[src/rtl/hazard_ctrl_pkg.sv]
// Shared constants for the pipeline hazard controller: widths, forward-select
// encodings, multiply/divide opcodes and default unit latencies.
package hazard_pkg;

  localparam int AW = 5;
  localparam int TW = 2;

  // All-ones Tuse marks an operand the instruction never reads.
  localparam logic [TW-1:0] TUSE_NONE = '1;

  localparam logic [1:0] FWD_RF = 2'd0;
  localparam logic [1:0] FWD_E  = 2'd1;
  localparam logic [1:0] FWD_M  = 2'd2;
  localparam logic [1:0] FWD_W  = 2'd3;

  localparam logic [1:0] MD_NONE = 2'b00;
  localparam logic [1:0] MD_MULT = 2'b01;
  localparam logic [1:0] MD_DIV  = 2'b10;

  localparam int MUL_LAT_DEF = 5;
  localparam int DIV_LAT_DEF = 10;

endpackage

[src/rtl/hazard_ctrl_if.sv]
// Decode-stage hazard query bus: D-stage instruction fields in, stall and
// forward selects out, all resolved combinationally in the same cycle.
interface hazard_if #(
  parameter int AW = hazard_pkg::AW,
  parameter int TW = hazard_pkg::TW
);
  // No valid/ready pair: D fields are sampled every cycle, and stall=1 is the
  // only back-pressure, telling the pipeline to hold PC/D and bubble E.
  logic [AW-1:0] D_rs;
  logic [AW-1:0] D_rt;
  logic [TW-1:0] D_tuse_rs;
  logic [TW-1:0] D_tuse_rt;
  logic [AW-1:0] D_a3;
  logic [TW-1:0] D_tnew;
  logic [1:0]    D_md_start;
  logic          D_md_use;

  logic          stall;
  logic [1:0]    fwd_D_rs;
  logic [1:0]    fwd_D_rt;
  logic [1:0]    fwd_E_rs;
  logic [1:0]    fwd_E_rt;
  logic          md_busy;

  modport master (
    output D_rs, D_rt, D_tuse_rs, D_tuse_rt, D_a3, D_tnew, D_md_start, D_md_use,
    input  stall, fwd_D_rs, fwd_D_rt, fwd_E_rs, fwd_E_rt, md_busy
  );

  modport slave (
    input  D_rs, D_rt, D_tuse_rs, D_tuse_rt, D_a3, D_tnew, D_md_start, D_md_use,
    output stall, fwd_D_rs, fwd_D_rt, fwd_E_rs, fwd_E_rt, md_busy
  );

endinterface

[src/rtl/hazard_ctrl_md_busy_counter.sv]
// Multiply/divide occupancy counter: loads the unit latency when a start
// enters E, then counts down to zero; busy is registered.
module md_busy_counter
  import hazard_pkg::*;
#(
  parameter int MUL_LAT = hazard_pkg::MUL_LAT_DEF,
  parameter int DIV_LAT = hazard_pkg::DIV_LAT_DEF
) (
  input  logic       clk,
  input  logic       reset,
  input  logic [1:0] start_i,
  input  logic       load_i,
  output logic       busy_o
);

  localparam int MAXL = (MUL_LAT > DIV_LAT) ? MUL_LAT : DIV_LAT;
  localparam int CW   = $clog2(MAXL + 1);

  logic [CW-1:0] cnt_q, cnt_d;
  logic          busy_q;

  always_comb begin
    cnt_d = (cnt_q != '0) ? cnt_q - CW'(1) : cnt_q;
    if (load_i) begin
      if (start_i == MD_MULT) begin
        cnt_d = CW'(MUL_LAT);
      end else if (start_i == MD_DIV) begin
        cnt_d = CW'(DIV_LAT);
      end
    end
  end

  // busy follows the next count so it is a flop, not a decode of cnt_q.
  always_ff @(posedge clk) begin
    if (reset) begin
      cnt_q  <= '0;
      busy_q <= 1'b0;
    end else begin
      cnt_q  <= cnt_d;
      busy_q <= (cnt_d != '0);
    end
  end

  assign busy_o = busy_q;

endmodule

[src/rtl/hazard_ctrl.sv]
// Pipeline hazard controller: tracks E/M/W destination shadows, raises stall
// on Tuse/Tnew conflicts or a busy md unit, and picks operand forward sources.
module hazard_ctrl
  import hazard_pkg::*;
#(
  parameter int AW      = hazard_pkg::AW,
  parameter int TW      = hazard_pkg::TW,
  parameter int MUL_LAT = hazard_pkg::MUL_LAT_DEF,
  parameter int DIV_LAT = hazard_pkg::DIV_LAT_DEF
) (
  input  logic     clk,
  input  logic     reset,
  hazard_if.slave  hif
);

  localparam logic [TW-1:0] TUSE_ALL = '1;

  logic [AW-1:0] e_a3_q, e_a3_d, e_rs_q, e_rs_d, e_rt_q, e_rt_d;
  logic [AW-1:0] m_a3_q, m_a3_d, w_a3_q, w_a3_d;
  logic [TW-1:0] e_tnew_q, e_tnew_d, m_tnew_q, m_tnew_d, w_tnew_q, w_tnew_d;
  logic          rs_hz, rt_hz, stall, md_busy;

  function automatic logic [TW-1:0] dec_sat(input logic [TW-1:0] t);
    return (t == '0) ? t : t - TW'(1);
  endfunction

  function automatic logic raw_hit(input logic [AW-1:0] x, input logic [TW-1:0] tuse,
                                   input logic [AW-1:0] s_a3, input logic [TW-1:0] s_tnew);
    return (s_a3 == x) && (s_tnew > tuse);
  endfunction

  // Youngest matching stage decides; a match not yet ready falls back to regfile.
  function automatic logic [1:0] fwd_pick(input logic [AW-1:0] x,
                                          input logic [AW-1:0] y_a3, input logic [TW-1:0] y_tnew,
                                          input logic [1:0] y_code,
                                          input logic [AW-1:0] o_a3, input logic [TW-1:0] o_tnew,
                                          input logic [1:0] o_code);
    if (y_a3 != '0 && y_a3 == x) begin
      return (y_tnew == '0) ? y_code : FWD_RF;
    end else if (o_a3 != '0 && o_a3 == x) begin
      return (o_tnew == '0) ? o_code : FWD_RF;
    end
    return FWD_RF;
  endfunction

  assign rs_hz = (hif.D_rs != '0) && (hif.D_tuse_rs != TUSE_ALL) &&
                 (raw_hit(hif.D_rs, hif.D_tuse_rs, e_a3_q, e_tnew_q) ||
                  raw_hit(hif.D_rs, hif.D_tuse_rs, m_a3_q, m_tnew_q) ||
                  raw_hit(hif.D_rs, hif.D_tuse_rs, w_a3_q, w_tnew_q));

  assign rt_hz = (hif.D_rt != '0) && (hif.D_tuse_rt != TUSE_ALL) &&
                 (raw_hit(hif.D_rt, hif.D_tuse_rt, e_a3_q, e_tnew_q) ||
                  raw_hit(hif.D_rt, hif.D_tuse_rt, m_a3_q, m_tnew_q) ||
                  raw_hit(hif.D_rt, hif.D_tuse_rt, w_a3_q, w_tnew_q));

  assign stall = rs_hz | rt_hz | (hif.D_md_use & md_busy);

  assign hif.stall    = stall;
  assign hif.md_busy  = md_busy;
  assign hif.fwd_D_rs = fwd_pick(hif.D_rs, e_a3_q, e_tnew_q, FWD_E, m_a3_q, m_tnew_q, FWD_M);
  assign hif.fwd_D_rt = fwd_pick(hif.D_rt, e_a3_q, e_tnew_q, FWD_E, m_a3_q, m_tnew_q, FWD_M);
  assign hif.fwd_E_rs = fwd_pick(e_rs_q, m_a3_q, m_tnew_q, FWD_M, w_a3_q, w_tnew_q, FWD_W);
  assign hif.fwd_E_rt = fwd_pick(e_rt_q, m_a3_q, m_tnew_q, FWD_M, w_a3_q, w_tnew_q, FWD_W);

  always_comb begin
    e_a3_d   = stall ? '0 : hif.D_a3;
    e_tnew_d = stall ? '0 : hif.D_tnew;
    e_rs_d   = stall ? '0 : hif.D_rs;
    e_rt_d   = stall ? '0 : hif.D_rt;
    m_a3_d   = e_a3_q;
    m_tnew_d = dec_sat(e_tnew_q);
    w_a3_d   = m_a3_q;
    w_tnew_d = dec_sat(m_tnew_q);
  end

  always_ff @(posedge clk) begin
    if (reset) begin
      e_a3_q   <= '0;
      e_tnew_q <= '0;
      e_rs_q   <= '0;
      e_rt_q   <= '0;
      m_a3_q   <= '0;
      m_tnew_q <= '0;
      w_a3_q   <= '0;
      w_tnew_q <= '0;
    end else begin
      e_a3_q   <= e_a3_d;
      e_tnew_q <= e_tnew_d;
      e_rs_q   <= e_rs_d;
      e_rt_q   <= e_rt_d;
      m_a3_q   <= m_a3_d;
      m_tnew_q <= m_tnew_d;
      w_a3_q   <= w_a3_d;
      w_tnew_q <= w_tnew_d;
    end
  end

  md_busy_counter #(
    .MUL_LAT (MUL_LAT),
    .DIV_LAT (DIV_LAT)
  ) u_md_busy_counter (
    .clk     (clk),
    .reset   (reset),
    .start_i (hif.D_md_start),
    .load_i  (!stall),
    .busy_o  (md_busy)
  );

endmodule

[src/flat_wrapper.sv]
// flat-port wrapper written by rule: the top's interface ports become plain ports
module hazard_ctrl_flat import hazard_pkg::*;
#(
  parameter int AW      = hazard_pkg::AW,
  parameter int TW      = hazard_pkg::TW,
  parameter int MUL_LAT = hazard_pkg::MUL_LAT_DEF,
  parameter int DIV_LAT = hazard_pkg::DIV_LAT_DEF
)
  (clk, reset, hif_D_rs, hif_D_rt, hif_D_tuse_rs, hif_D_tuse_rt, hif_D_a3, hif_D_tnew, hif_D_md_start, hif_D_md_use, hif_stall, hif_fwd_D_rs, hif_fwd_D_rt, hif_fwd_E_rs, hif_fwd_E_rt, hif_md_busy);
  hazard_if #(.AW(AW), .TW(TW)) hif_i ();
  input  logic clk;
  input  logic reset;
  input wire logic [$bits(hif_i.D_rs)-1:0] hif_D_rs;
  input wire logic [$bits(hif_i.D_rt)-1:0] hif_D_rt;
  input wire logic [$bits(hif_i.D_tuse_rs)-1:0] hif_D_tuse_rs;
  input wire logic [$bits(hif_i.D_tuse_rt)-1:0] hif_D_tuse_rt;
  input wire logic [$bits(hif_i.D_a3)-1:0] hif_D_a3;
  input wire logic [$bits(hif_i.D_tnew)-1:0] hif_D_tnew;
  input wire logic [$bits(hif_i.D_md_start)-1:0] hif_D_md_start;
  input wire logic [$bits(hif_i.D_md_use)-1:0] hif_D_md_use;
  output wire logic [$bits(hif_i.stall)-1:0] hif_stall;
  output wire logic [$bits(hif_i.fwd_D_rs)-1:0] hif_fwd_D_rs;
  output wire logic [$bits(hif_i.fwd_D_rt)-1:0] hif_fwd_D_rt;
  output wire logic [$bits(hif_i.fwd_E_rs)-1:0] hif_fwd_E_rs;
  output wire logic [$bits(hif_i.fwd_E_rt)-1:0] hif_fwd_E_rt;
  output wire logic [$bits(hif_i.md_busy)-1:0] hif_md_busy;
  assign hif_i.D_rs = hif_D_rs;
  assign hif_i.D_rt = hif_D_rt;
  assign hif_i.D_tuse_rs = hif_D_tuse_rs;
  assign hif_i.D_tuse_rt = hif_D_tuse_rt;
  assign hif_i.D_a3 = hif_D_a3;
  assign hif_i.D_tnew = hif_D_tnew;
  assign hif_i.D_md_start = hif_D_md_start;
  assign hif_i.D_md_use = hif_D_md_use;
  assign hif_stall = hif_i.stall;
  assign hif_fwd_D_rs = hif_i.fwd_D_rs;
  assign hif_fwd_D_rt = hif_i.fwd_D_rt;
  assign hif_fwd_E_rs = hif_i.fwd_E_rs;
  assign hif_fwd_E_rt = hif_i.fwd_E_rt;
  assign hif_md_busy = hif_i.md_busy;
  hazard_ctrl #(.AW(AW), .TW(TW), .MUL_LAT(MUL_LAT), .DIV_LAT(DIV_LAT)) u_core (.clk(clk), .reset(reset), .hif(hif_i));
endmodule
[config.mk]
export PLATFORM = sky130hd
export DESIGN_NAME = hazard_ctrl_flat
export DESIGN_NICKNAME = d
export VERILOG_FILES = /design/src/rtl/hazard_ctrl_pkg.sv /design/src/rtl/hazard_ctrl_if.sv /design/src/rtl/hazard_ctrl_md_busy_counter.sv /design/src/rtl/hazard_ctrl.sv /design/src/flat_wrapper.sv
export SDC_FILE = /design/constraint.sdc
export NUM_CORES = 1
export LEC_CHECK = 0
export ABC_AREA = 1
export BUFFER_PORTS_ARGS = -buffer_cell sky130_fd_sc_hd__buf_2
export CORE_MARGIN = 4
export CORE_UTILIZATION = 24
export CTS_CLUSTER_DIAMETER = 80
export CTS_CLUSTER_SIZE = 14
export DETAILED_ROUTE_END_ITERATION = 8
export SYNTH_ARGS = -nofsm -noshare
export SYNTH_HDL_FRONTEND = slang
export SYNTH_SLANG_ARGS = --single-unit
[constraint.sdc]
create_clock -name clk -period 2.2 [get_ports clk]
set_input_delay 0.66 -clock clk [delete_from_list [all_inputs] [get_ports clk]]
set_output_delay 0.66 -clock clk [all_outputs]
set_load 0.01 [all_outputs]
After elaboration in Yosys (flattened, before gate mapping)
Cells that the tools add are included.
W data, S select, Z words.
- equality and inequality tests: 14
- mux-type cells: 29
- add/sub/neg operators: 3
- bitwise gates (word level): 3
- $lt $le $gt $ge: 6
- reduce and logical (&&, ||, !) cells: 33
- operators by type and width (operator ; count):
    $eq A5 B5 Y1 ; 10
    $mux W2 ; 16
    $reduce_bool A5 Y1 ; 5
    $logic_and A1 B1 Y1 ; 18
    $mux W4 ; 4
    $gt A2 B2 Y1 ; 6
    $mux W1 ; 9
    $reduce_bool A4 Y1 ; 2
    $logic_not A2 Y1 ; 3
    $logic_or A1 B1 Y1 ; 4
    $ne A2 B2 Y1 const B ; 2
    $sub A2 B1 Y2 const B ; 2
    $sub A4 B1 Y4 const B ; 1
    $eq A2 B1 Y1 const B ; 1
    $eq A2 B2 Y1 const B ; 1
    $or A1 B1 Y1 ; 2
    $reduce_or A2 Y1 ; 1
    $and A1 B1 Y1 ; 1
- output and inout bits: 10
- input bits: 26
- word-level logic and storage cells: 98
- bits in registers: 36

Logic depth before layout (Yosys ltp)
Gate-level depths: netlist of run 1.
- word-level depth: 9
- gate-level depth with buffers: 14

Modules after synthesis
From an unflattened synthesis of run 1, not the netlist that was laid out.
- cell total of the unflattened synthesis: 354
- area, all modules: 2361.0 um2
- modules (own cells, without submodules) (module ; cells each ; area each (um2) ; instances):
    hazard_ctrl ; 308 ; 2074.5 ; 1
    md_busy_counter ; 46 ; 286.5 ; 1

Worst setup path after synthesis of run 1
No wires, ideal clock.
- kind: in2out
- start: in hif_D_tuse_rt[1]
- end: out hif_stall
- arrival time: 1.629 ns
- path slack: -0.089 ns
- stages on the path: 8
- required time: 1.540 ns
- cells stage by stage: inv_1 -> ha_1 -> nand2_1 -> a21boi_0 -> nand4_2 -> nand3_2 -> nand2_4 -> nand3_4
- longest elaborated chain between the ends: 7
- elaborated cells between the ends (all ways): 13
- RTL lines (what ; RTL line ; text):
    from (decl) ; flat_wrapper.sv:16 ; input wire logic [$bits(hif_i.D_tuse_rt)-1:0] hif_D_tuse_rt;
    $gt A2 B2 Y1 ; hazard_ctrl.sv:29 ; return (s_a3 == x) && (s_tnew > tuse);
    $logic_and A1 B1 Y1 ; hazard_ctrl.sv:29 ;
    $logic_or A1 B1 Y1 ; hazard_ctrl.sv:52 ; (raw_hit(hif.D_rt, hif.D_tuse_rt, e_a3_q, e_tnew_q) ||
    $logic_or A1 B1 Y1 ; hazard_ctrl.sv:53 ; raw_hit(hif.D_rt, hif.D_tuse_rt, m_a3_q, m_tnew_q) ||
    $logic_and A1 B1 Y1 (*) ; hazard_ctrl.sv:51 ; assign rt_hz = (hif.D_rt != '0) && (hif.D_tuse_rt != TUSE_ALL) &&
    $or A1 B1 Y1 (*) (2 in a row) ; hazard_ctrl.sv:56 ; assign stall = rs_hz | rt_hz | (hif.D_md_use & md_busy);
    to (decl) ; flat_wrapper.sv:21 ; output wire logic [$bits(hif_i.stall)-1:0] hif_stall;
Every way passes the cells marked *; elsewhere a longest branch is shown, timed or not.

Final worst setup path of run 1
- start: in hif_D_tuse_rs[1]
- end: out hif_stall
- longest elaborated chain between the ends: 7
- elaborated cells between the ends (all ways): 13
- RTL lines (what ; RTL line ; text):
    from (decl) ; flat_wrapper.sv:15 ; input wire logic [$bits(hif_i.D_tuse_rs)-1:0] hif_D_tuse_rs;
    $gt A2 B2 Y1 ; hazard_ctrl.sv:29 ;
    $logic_and A1 B1 Y1 ; hazard_ctrl.sv:29 ;
    $logic_or A1 B1 Y1 ; hazard_ctrl.sv:47 ; (raw_hit(hif.D_rs, hif.D_tuse_rs, e_a3_q, e_tnew_q) ||
    $logic_or A1 B1 Y1 ; hazard_ctrl.sv:48 ; raw_hit(hif.D_rs, hif.D_tuse_rs, m_a3_q, m_tnew_q) ||
    $logic_and A1 B1 Y1 (*) ; hazard_ctrl.sv:46 ; assign rs_hz = (hif.D_rs != '0) && (hif.D_tuse_rs != TUSE_ALL) &&
    $or A1 B1 Y1 (*) (2 in a row) ; hazard_ctrl.sv:56 ;
Marked as above.

==> metrics.md, run 1 <==
| Metric | Value |
|---|---|
| CTS tree | `done` |
| Pleak | `approximately 1.8 nW` |
| Worst-path maximum fanout | `3` |
| Top Ports | `36` |
| Largest net degree at the start of global routing | `20` |
| FILL cells | `roughly 1.0k` |
| Final ANT Viol Nets | `0` |
| DRT Wirelength | `~7300 µm` |
| Period minus WS final | `2.40 ns` |
| Worst Hold Class | `reg2reg` |
| Clk buf depth | `2` |
| Initial antenna violation count | `0` |
| Setup slack at placement | `-0.347 ns` |
| Vias in the first global route | `2,585` |
| R2R Setup Slk | `0.18 ns` |
| Ratio of cells with drive above 1 in the final layout | `0.452` |
| Hold Crit Start | `u_core.m_tnew_q[0]$_SDFF_PP0_` |
| Register Area | `756 µm²` |
| Slew margin rel. | `0.755` |
| Final Net Count | `approximately 490` |
| Non-filler cells, final | `580` |
| CP Cell Sequence | `buf_8, inv_8, ha_4, nand2_2, nand3_2, a21oi_2, nand3_1, nand3_2, nand2_2, nand3_4, buf_6` |
| Data required, critical path | `~1.5 ns` |
| H-tree depth | `2` |
| Tcrit/Tclk final | `1.09` |
| Worst hold path stage count | `1` |
| Critical path type | `in2out` |
| Worst path bufs/invs | `3` |
| Worst setup SP type | `primary input` |
| Initial Utilization | `0.248` |
| Critical register-to-register path startpoint | `u_core.w_tnew_q[1]$_SDFF_PP0_` |
| CTS clk-pin slew, worst paths | `~0.070 ns` |
| Skew-Pair Late Insertion Delay | `about 0.28 ns` |
| Root Buffer | `clkbuf_8` |
| Post-Syn Instances | `about 360` |
| First-pass GRT wire length | `roughly 12,000 µm` |
| Total CTS buffers | `5` |
| Synth warn | `0` |
| WP data arrival | `approximately 1.7 ns` |
| Unrepaired setup endpoints after global routing | `yes` |
| MaxCap Viol Count | `0` |
| Seq/Total Area, Yosys | `0.296` |
| Outcome | `complete, but fails checks` |
| Clk_skew | `0.00947 ns` |
| Setup crit end kind | `primary output` |
| Hold Buf Count CTS | `0` |
| Gr ovfl total | `0` |
| Mean Syn Cell Area | `6.73 µm²` |
| Max Freq | `416 MHz` |
| Pre-antenna DRT Iters | `4` |
| DR DRC count | `0` |
| Area Growth Syn to Fin | `54.2%` |
| Post-DP HPWL | `5530 µm` |
| Core area | `around 0.0098 mm²` |
| Final Core Density | `0.383` |
| Avg WL per Cell | `around 13 µm` |
| Num Clock Sinks | `36` |
| Setup ws final | `-0.202 ns` |
| Via density per instance | `4.32` |
| Peak VDD IR | `0.279 mV` |
| Placed Instances | `~560` |
| Reg2Reg Depth | `14` |
| Hold EP | `u_core.w_tnew_q[0]$_SDFF_PP0_` |
| CP max stage cell | `ha_4` |
| PwrDens | `543 mW/mm²` |
| Net Count, Synth | `roughly 400` |
| Actual slew at the worst max-slew pin | `0.367 ns` |
| Final hold violations | `0` |
| R2r endpoint | `u_core.u_md_busy_counter.cnt_q[1]$_SDFF_PP0_` |
| Die area | `~0.012 mm²` |
| Tot GR Track Use | `0.129` |
| # diodes | `0` |
| Slew Limit Fails | `0` |
| Final setup fails | `9` |
| Die Span Y | `109 µm` |
| Synth Cell Area | `between 0.002 and 0.0025 mm²` |
| Site Rows | `36` |
| Max stage delay on crit path | `about 0.20 ns` |
| Synth unique cells | `33` |
| Multi-input combinational cell area | `0.00178 mm²` |
| PortBufs | `35` |
| DRT iter0 DRCs | `~120` |
| Gpl congestion | `0.845` |
| Seq cells post-synth | `36` |
| Vias | `between 2k and 3k` |
| Top delay family on crit path | `simple AND/OR/NAND/NOR gates` |
| Die Wd | `roughly 110 µm` |
| Violated checks | `negative setup slack` |
-- timing repair --
item / CTS / global route
gates resized for setup: 90 / 52
buffers inserted: 12 / 5
endpoints found under the setup margin: 9 / 9
hold endpoints to repair: 0 / 0
pin swaps: 27 / 29
-- synthesized netlist by cell type, drive strengths merged --
cell / count / area, µm²
o21ai: 7 / 35.0
nor3: 11 / 55.1
nor2: 54 / 238
and2: 1 / 6.26
clkbuf: 2 / 7.51
nor4: 3 / 18.8
or2: 2 / 12.5
o41ai: 1 / 8.76
ha: 13 / 163
a21boi: 1 / 7.51
xnor2: 12 / 105
o22ai: 2 / 12.5
nand4: 13 / 87.6
a21oi: 11 / 55.1
buf: 7 / 63.8
dfxtp: 36 / 721
xor2: 17 / 149
nand2: 85 / 329
inv: 66 / 248
nand3: 17 / 108
o21a: 1 / 7.51
-- registers in the layout (all words and copies together) (netlist names) --
| register | flops |
|---|---|
| u_core.w_a3_q | 5 |
| u_core.e_tnew_q | 2 |
| u_core.m_tnew_q | 2 |
| u_core.e_rs_q | 5 |
| u_core.w_tnew_q | 2 |
| u_core.u_md_busy_counter.busy_o | 1 |
| u_core.e_rt_q | 5 |
| u_core.e_a3_q | 5 |
| u_core.m_a3_q | 5 |
| u_core.u_md_busy_counter.cnt_q | 4 |
-- stage by stage --
stage               setup TNS (ns)  instance area (µm²)  hold WS (ns)  total power, mW
floorplan                        0                 2450         0.421             1.17
global placement             -4.96                 3000         0.473             1.40
detailed placement           -5.65                 3000         0.473             1.42
CTS                         -0.878                 3550         0.483             2.00
global route                 -1.46                 3760         0.482             2.19
finish                      -0.808                 3760         0.451             2.04
-- placed cells by master, fill, tap and decap left out, types with 7 or more instances in the layout --
cell type  instances
buf_2             22
buf_4             47
buf_6             11
dfxtp_1           18
dfxtp_2           13
ha_4              11
inv_1             48
inv_2             10
nand2_1           74
nand2_2            8
nand3_1            8
nand3_2            8
nand4_1           12
nor2_1            33
nor2_2            16
nor3_1             7
xnor2_1           10
xor2_1            15
-- cells by family after synthesis --
logic type	synth area share
AO/OA/AOI/OAI	0.0518
XOR/XNOR	0.104
adder cells (fa/ha/maj)	0.0667
buffers and inverters	0.131
flip-flops	0.296
AND/OR/NAND/NOR	0.351
-- where the power goes --
group / total [mW] / switching (mW) / internal [mW]
registers: 0.760 / 0.0550 / 0.705
clock network: 0.476 / 0.221 / 0.255
logic: 0.804 / 0.416 / 0.387
-- how the worst max path moves through the flow --
stage	slack, ns	start	end	depth (start not counted)
2_1_floorplan	0.0003	hif_D_tuse_rs[1]	hif_stall	8
3_3_place_gp	-0.33	hif_D_rs[2]	hif_fwd_D_rs[0]	9
3_5_place_dp	-0.35	hif_D_tuse_rt[1]	hif_stall	11
4_1_cts	-0.18	hif_D_tuse_rt[1]	hif_stall	10
5_1_grt	-0.26	hif_D_tuse_rs[1]	hif_stall	11
6_report	-0.20	hif_D_tuse_rs[1]	hif_stall	11
-- cell type report --
type,instances,share of cell area
Multi-Input combinational cell,251,0.474
Sequential cell,36,0.201
Timing Repair Buffer,86,0.183
Inverter,66,0.0739
Tap cell,133,0.0443
Clock buffer,8,0.0240
-- routing by layer --
| metal | up-vias | global-route usage | wire (µm) |
|---|---|---|---|
| li1 | 1290 | - | - |
| met1 | 1142 | 0.159 | 3230 |
| met2 | 66 | 0.226 | 3660 |
| met3 | 6 | 0.0255 | 338 |
| met4 | 0 | 0.0397 | 104 |
| met5 | - | 0 | 0 |
Power figures use the tool's default switching activity.
==> run 2: changes to the inputs <==
ABC_AREA = 0   (was 1)
==> metrics.md, run 2 <==
| Metric | Value |
|---|---|
| Synth unique cells | `39` |
| CTS clk-pin slew, worst paths | `0.07 ns` |
| Final Core Density | `0.379` |
| Setup ws final | `-0.710 ns` |
| R2r endpoint | `u_core.u_md_busy_counter.cnt_q[2]$_SDFF_PP0_` |
| Seq cells post-synth | `36` |
| Post-synth EDFFs | `0` |
| Clk buf depth | `2` |
| Largest net degree at the start of global routing | `19` |
| Gpl congestion | `approximately 0.9` |
| Die area | `around 0.011 mm²` |
| Final setup fails | `31` |
| Area Growth Syn to Fin | `54.5%` |
| Net Count, Synth | `between 200 and 300` |
| R2R Setup Slk | `-0.07 ns` |
| Most frequent cell after synthesis | `dfxtp_1` |
| Critical path type | `in2out` |
| Data required, critical path | `around 1.5 ns` |
| Unrepaired setup endpoints after global routing | `yes` |
| Post-Syn Instances | `~250` |
| Slew Limit Fails | `0` |
| Sequential share of power | `0.353` |
| Site Rows | `35` |
| Top Ports | `36` |
| Initial Utilization | `0.245` |
| Seq/Total Area, Yosys | `0.320` |
| Hold Crit Start | `u_core.e_a3_q[3]$_SDFF_PP0_` |
| Die Span Y | `105 µm` |
| Actual slew at the worst max-slew pin | `0.482 ns` |
| Pre-antenna DRT Iters | `4` |
| Pleak | `approximately 1.6 nW` |
| Avg WL per Cell | `16.2 µm` |
| Ratio of cells with drive above 1 in the final layout | `0.455` |
| Worst setup SP type | `primary input` |
| Peak VDD IR | `roughly 0.53 mV` |
| DR DRC count | `0` |
| Synth top area cells | `dfxtp_1, xor2_1, ha_1` |
| Reg2Reg Depth | `9` |
| Most common cell after layout, fill and taps aside | `buf_4` |
| Setup TNS | `-5.98 ns` |
| Core area | `slightly above 0.009 mm²` |
| Initial antenna violation count | `1` |
| Hold Buf Count CTS | `0` |
| Clk_skew | `0.00530 ns` |
| Worst hold path stage count | `1` |
| Clock power share | `0.220` |
| Max Freq | `approximately 340 MHz` |
| Worst Hold Class | `reg2reg` |
| Commonest non-fill, non-tap cells in the layout | `buf_4, xor2_1, dfxtp_1` |
| Gr ovfl total | `0` |
| WP data arrival | `2.25 ns` |
| Leading area contributor after synthesis | `dfxtp_1` |
| Violated checks | `negative setup slack` |
| Synth Flop Type | `dfxtp_1` |
| Period minus WS final | `between 2 and 3 ns` |
| Vias in the first global route | `about 2.3k` |
| Tot GR Track Use | `0.133` |
| Pint | `1.45 mW` |
| MaxCap Viol Count | `0` |
| Net switching power | `0.812 mW` |
| Setup crit end kind | `primary output` |
| Num Clock Sinks | `36` |
| Post-synth ARST share | `0` |
| CTS tree | `done` |
| Total CTS buffers | `5` |
| DRT iter0 DRCs | `110` |
| Skew-Pair Late Insertion Delay | `between 0.2 and 0.3 ns` |
| Final ANT Viol Nets | `0` |
| Vias | `~2.1k` |
| Top-area cell type share of the netlist area | `0.320` |
| DRT Wirelength | `just over 7000 µm` |
| H-tree depth | `2` |
| Root Buffer | `clkbuf_8` |
| Placed cell area | `between 0.002 and 0.003 mm²` |
| Via density per instance | `4.78` |
| Synth warn | `0` |
| Hold EP | `u_core.m_a3_q[3]$_SDFF_PP0_` |
| PwrDens | `roughly 650 mW/mm²` |
| Post-DP HPWL | `5120 µm` |
| Critical register-to-register path startpoint | `u_core.w_tnew_q[1]$_SDFF_PP0_` |
| Mean Syn Cell Area | `between 8 and 9 µm²` |
| First-pass GRT wire length | `between 10,000 and 15,000 µm` |
| Final Cell Area | `~0.0035 mm²` |
| Final Net Count | `about 370` |
| Worst-path maximum fanout | `3` |
| Commonest cells post-synth | `dfxtp_1, xor2_1, nor2b_1, xnor2_1, and2_1` |
| Synth Cell Area | `about 0.0023 mm²` |
| Comb pwr share | `0.427` |
| Outcome | `complete, but fails checks` |
| Final hold violations | `0` |
| # diodes | `0` |
| Slew margin rel. | `0.678` |
| Tcrit/Tclk final | `1.32` |
| FILL cells | `921` |
| Die Wd | `about 100 µm` |
| PortBufs | `35` |
| Sw Ratio | `0.359` |
-- run 2: area by class of cell --
type / count / area [µm²] / area share
flip-flops and latches: 36 / 733 / 0.210
inverters: 14 / 65.1 / 0.0187
well taps: 111 / 139 / 0.0399
multi-input cells: 193 / 1770 / 0.508
clock buffers: 7 / 86.3 / 0.0248
repair buffers: 85 / 682 / 0.196
clock inverters: 1 / 7.51 / 0.00216
-- run 2: power groups by stage --
stage                     clock, mW  combinational, mW  sequential, mW
after floorplan                   0              0.483           0.794
after global placement            0              0.706           0.806
after detailed placement          0              0.721           0.810
after CTS                     0.503              0.955           0.797
after global routing          0.532               1.06           0.810
final                         0.496              0.965           0.799
-- run 2: routing by layer --
metal  up-vias  part of all wire  track usage
li1       1037                 -            -
met1      1030              0.44        0.156
met2        49              0.50        0.239
met3        20             0.035       0.0259
met4         2             0.026       0.0450
met5         -           0.00097            0
-- run 2: cell families (layout without fill, tap and decap cells) --
kind of cell	count (synthesis)	count (layout)	synth area share
xor+xnor	52	52	0.202
buf+inv	27	107	0.0555
compound gates	32	34	0.112
fa+ha+maj	13	13	0.0721
flops	36	36	0.320
simple gates	94	94	0.239
-- run 2: worst max-delay path: stages --
cell and delay (ns):
buf_12 0.09, inv_12 0.03, ha_4 0.25, nor2b_4 0.13, o2111ai_2 0.13, or4_4 0.44
o211a_4 0.16, o211a_4 0.23, inv_2 0.05, buf_6 0.09
-- run 2: worst max-delay path by stage --
stage	from	to	slack, ns	cells after the start
after floorplan	hif_D_tuse_rs[1]	hif_stall	-0.49	8
after global placement	hif_D_tuse_rs[1]	hif_stall	-0.79	10
after detailed placement	hif_D_tuse_rs[1]	hif_stall	-0.79	10
after CTS	hif_D_tuse_rs[1]	hif_stall	-0.70	10
after global routing	hif_D_tuse_rs[1]	hif_stall	-0.76	10
final	hif_D_tuse_rs[1]	hif_stall	-0.71	10
-- run 2: what timing repair did --
action                     4_1_cts  5_1_grt
pin swaps                       18        9
cloned                           2        0
setup endpoints to repair       31       31
buffers inserted                10        2
gates resized for setup         80       18
-- run 2: per-stage QoR --
step / power (mW) / hold slack, ns / std cells / setup WS, ns
floorplan: 1.28 / 0.475 / 254 / -0.490
global placement: 1.51 / 0.520 / 434 / -0.795
detailed placement: 1.53 / 0.515 / 434 / -0.790
CTS: 2.25 / 0.522 / 452 / -0.698
global route: 2.40 / 0.550 / 447 / -0.764
finish: 2.26 / 0.534 / 447 / -0.710
==> run 3: changes to the inputs <==
CORE_UTILIZATION = 30   (was 24)
==> metrics.md, run 3 (same netlist as run 2, synthesis figures left out) <==
| Metric | Value |
|---|---|
| Peak VDD IR | `around 0.44 mV` |
| MaxCap Viol Count | `0` |
| CTS clk-pin slew, worst paths | `~0.070 ns` |
| Ratio of cells with drive above 1 in the final layout | `0.497` |
| Root Buffer | `clkbuf_8` |
| Commonest non-fill, non-tap cells in the layout | `buf_4, xor2_1, buf_2, dfxtp_1, buf_6` |
| Setup crit end kind | `primary output` |
| Clk_skew | `0.00249 ns` |
| Worst-path maximum fanout | `3` |
| First-pass GRT wire length | `approximately 11,000 µm` |
| Via density per instance | `roughly 4.8` |
| DRT iter0 DRCs | `roughly 110` |
| Num Clock Sinks | `36` |
| Die Wd | `about 95 µm` |
| Actual slew at the worst max-slew pin | `about 0.44 ns` |
| Final Cell Area | `~0.0036 mm²` |
| Placed cell area | `~0.0029 mm²` |
| Final ANT Viol Nets | `0` |
| Data required, critical path | `between 1.5 and 2 ns` |
| Initial antenna violation count | `0` |
| Unrepaired setup endpoints after global routing | `yes` |
| Tcrit/Tclk final | `1.33` |
| Pre-antenna DRT Iters | `4` |
| Non-filler cells, final | `443` |
| Pleak | `1.62 nW` |
| Top Ports | `36` |
| PwrDens | `about 660 mW/mm²` |
| Die Span Y | `between 90 and 100 µm` |
| Initial Utilization | `0.309` |
| Die area | `0.00897 mm²` |
| Gr ovfl total | `0` |
| Final Core Density | `0.492` |
| Clk buf depth | `2` |
| Max Freq | `342 MHz` |
| Largest net degree at the start of global routing | `19` |
| DR DRC count | `0` |
| Violated checks | `negative setup slack` |
| Gpl congestion | `about 0.86` |
| Post-DP HPWL | `slightly below 5000 µm` |
| Area Growth Syn to Fin | `59.0%` |
| Outcome | `complete, but fails checks` |
| Setup ws final | `-0.722 ns` |
| Worst setup SP type | `primary input` |
| Critical path type | `in2out` |
| Slew margin rel. | `0.705` |
| FILL cells | `approximately 700` |
| Slew Limit Fails | `0` |
| Final Net Count | `between 300 and 400` |
| Vias in the first global route | `about 2.3k` |
| Site Rows | `31` |
| PortBufs | `35` |
| Final hold violations | `0` |
| R2R Setup Slk | `-0.08 ns` |
| Avg WL per Cell | `16.1 µm` |
| WP data arrival | `~2.3 ns` |
| CTS tree | `done` |
| Most common cell after layout, fill and taps aside | `buf_4` |
| Total CTS buffers | `5` |
| Placed Instances | `423` |
| Final setup fails | `31` |
| Skew-Pair Late Insertion Delay | `0.29 ns` |
| Tot GR Track Use | `0.163` |
| Vias | `about 2.1k` |
| H-tree depth | `2` |
| DRT Wirelength | `just over 7000 µm` |
| # diodes | `0` |
| Hold Buf Count CTS | `0` |
| Worst Hold Class | `reg2reg` |
| PnR Total Power | `2.37 mW` |
| Core area | `about 0.0073 mm²` |
| Period minus WS final | `between 2 and 3 ns` |
[run 3: layout make-up]
type	instances	area (µm²)	area share
Clock buffer	6	72.6	0.0202
Clock inverter	2	35.0	0.00977
Inverter	14	65.1	0.0181
Multi-Input combinational cell	193	1820	0.506
Sequential cell	36	744	0.208
Tap cell	99	124	0.0345
Timing Repair Buffer	93	729	0.203
[run 3: final timing paths]
kind | start | endpoint | depth (start not counted)
worst min register to register | u_core.e_a3_q[1]$_SDFF_PP0_ | u_core.m_a3_q[1]$_SDFF_PP0_ | 1
worst min-delay path | u_core.e_a3_q[1]$_SDFF_PP0_ | u_core.m_a3_q[1]$_SDFF_PP0_ | 1
worst max-delay path | hif_D_tuse_rs[1] | hif_stall | 10
worst max register to register | u_core.w_tnew_q[1]$_SDFF_PP0_ | u_core.u_md_busy_counter.cnt_q[3]$_SDFF_PP0_ | 10
[run 3: power by group]
group          total, mW  internal [mW]  switching [mW]
clock              0.583          0.336           0.246
sequential         0.798          0.729          0.0691
combinational      0.986          0.480           0.506
[run 3: worst max-delay path, cell delays in order]
cell	delay [ns]
buf_8	0.10
inv_12	0.03
ha_4	0.25
nor2b_1	0.12
o2111ai_1	0.12
or4_1	0.44
o211a_4	0.17
o211a_4	0.24
inv_2	0.05
buf_6	0.09
[run 3: per-layer routing]
layer	vias up	track usage	wire length, µm
li1	1058	-	-
met1	1020	0.206	3130
met2	61	0.288	3540
met3	6	0.0295	400
met4	0	0.0349	78
met5	-	0	0
[run 3: stage by stage]
step / setup TNS (ns) / hold WS [ns] / setup slack (ns)
after floorplan: -3.13 / 0.475 / -0.490
after global placement: -14.50 / 0.515 / -0.778
after detailed placement: -15.03 / 0.509 / -0.808
after CTS: -5.67 / 0.503 / -0.717
after global routing: -7.81 / 0.516 / -0.806
final: -5.60 / 0.507 / -0.722
[run 3: timing repair]
item | CTS | global route
endpoints found under the setup margin | 31 | 31
gates cloned | 2 | 0
resized for setup | 74 | 36
pin swaps | 24 | 16
buffers inserted | 8 | 5
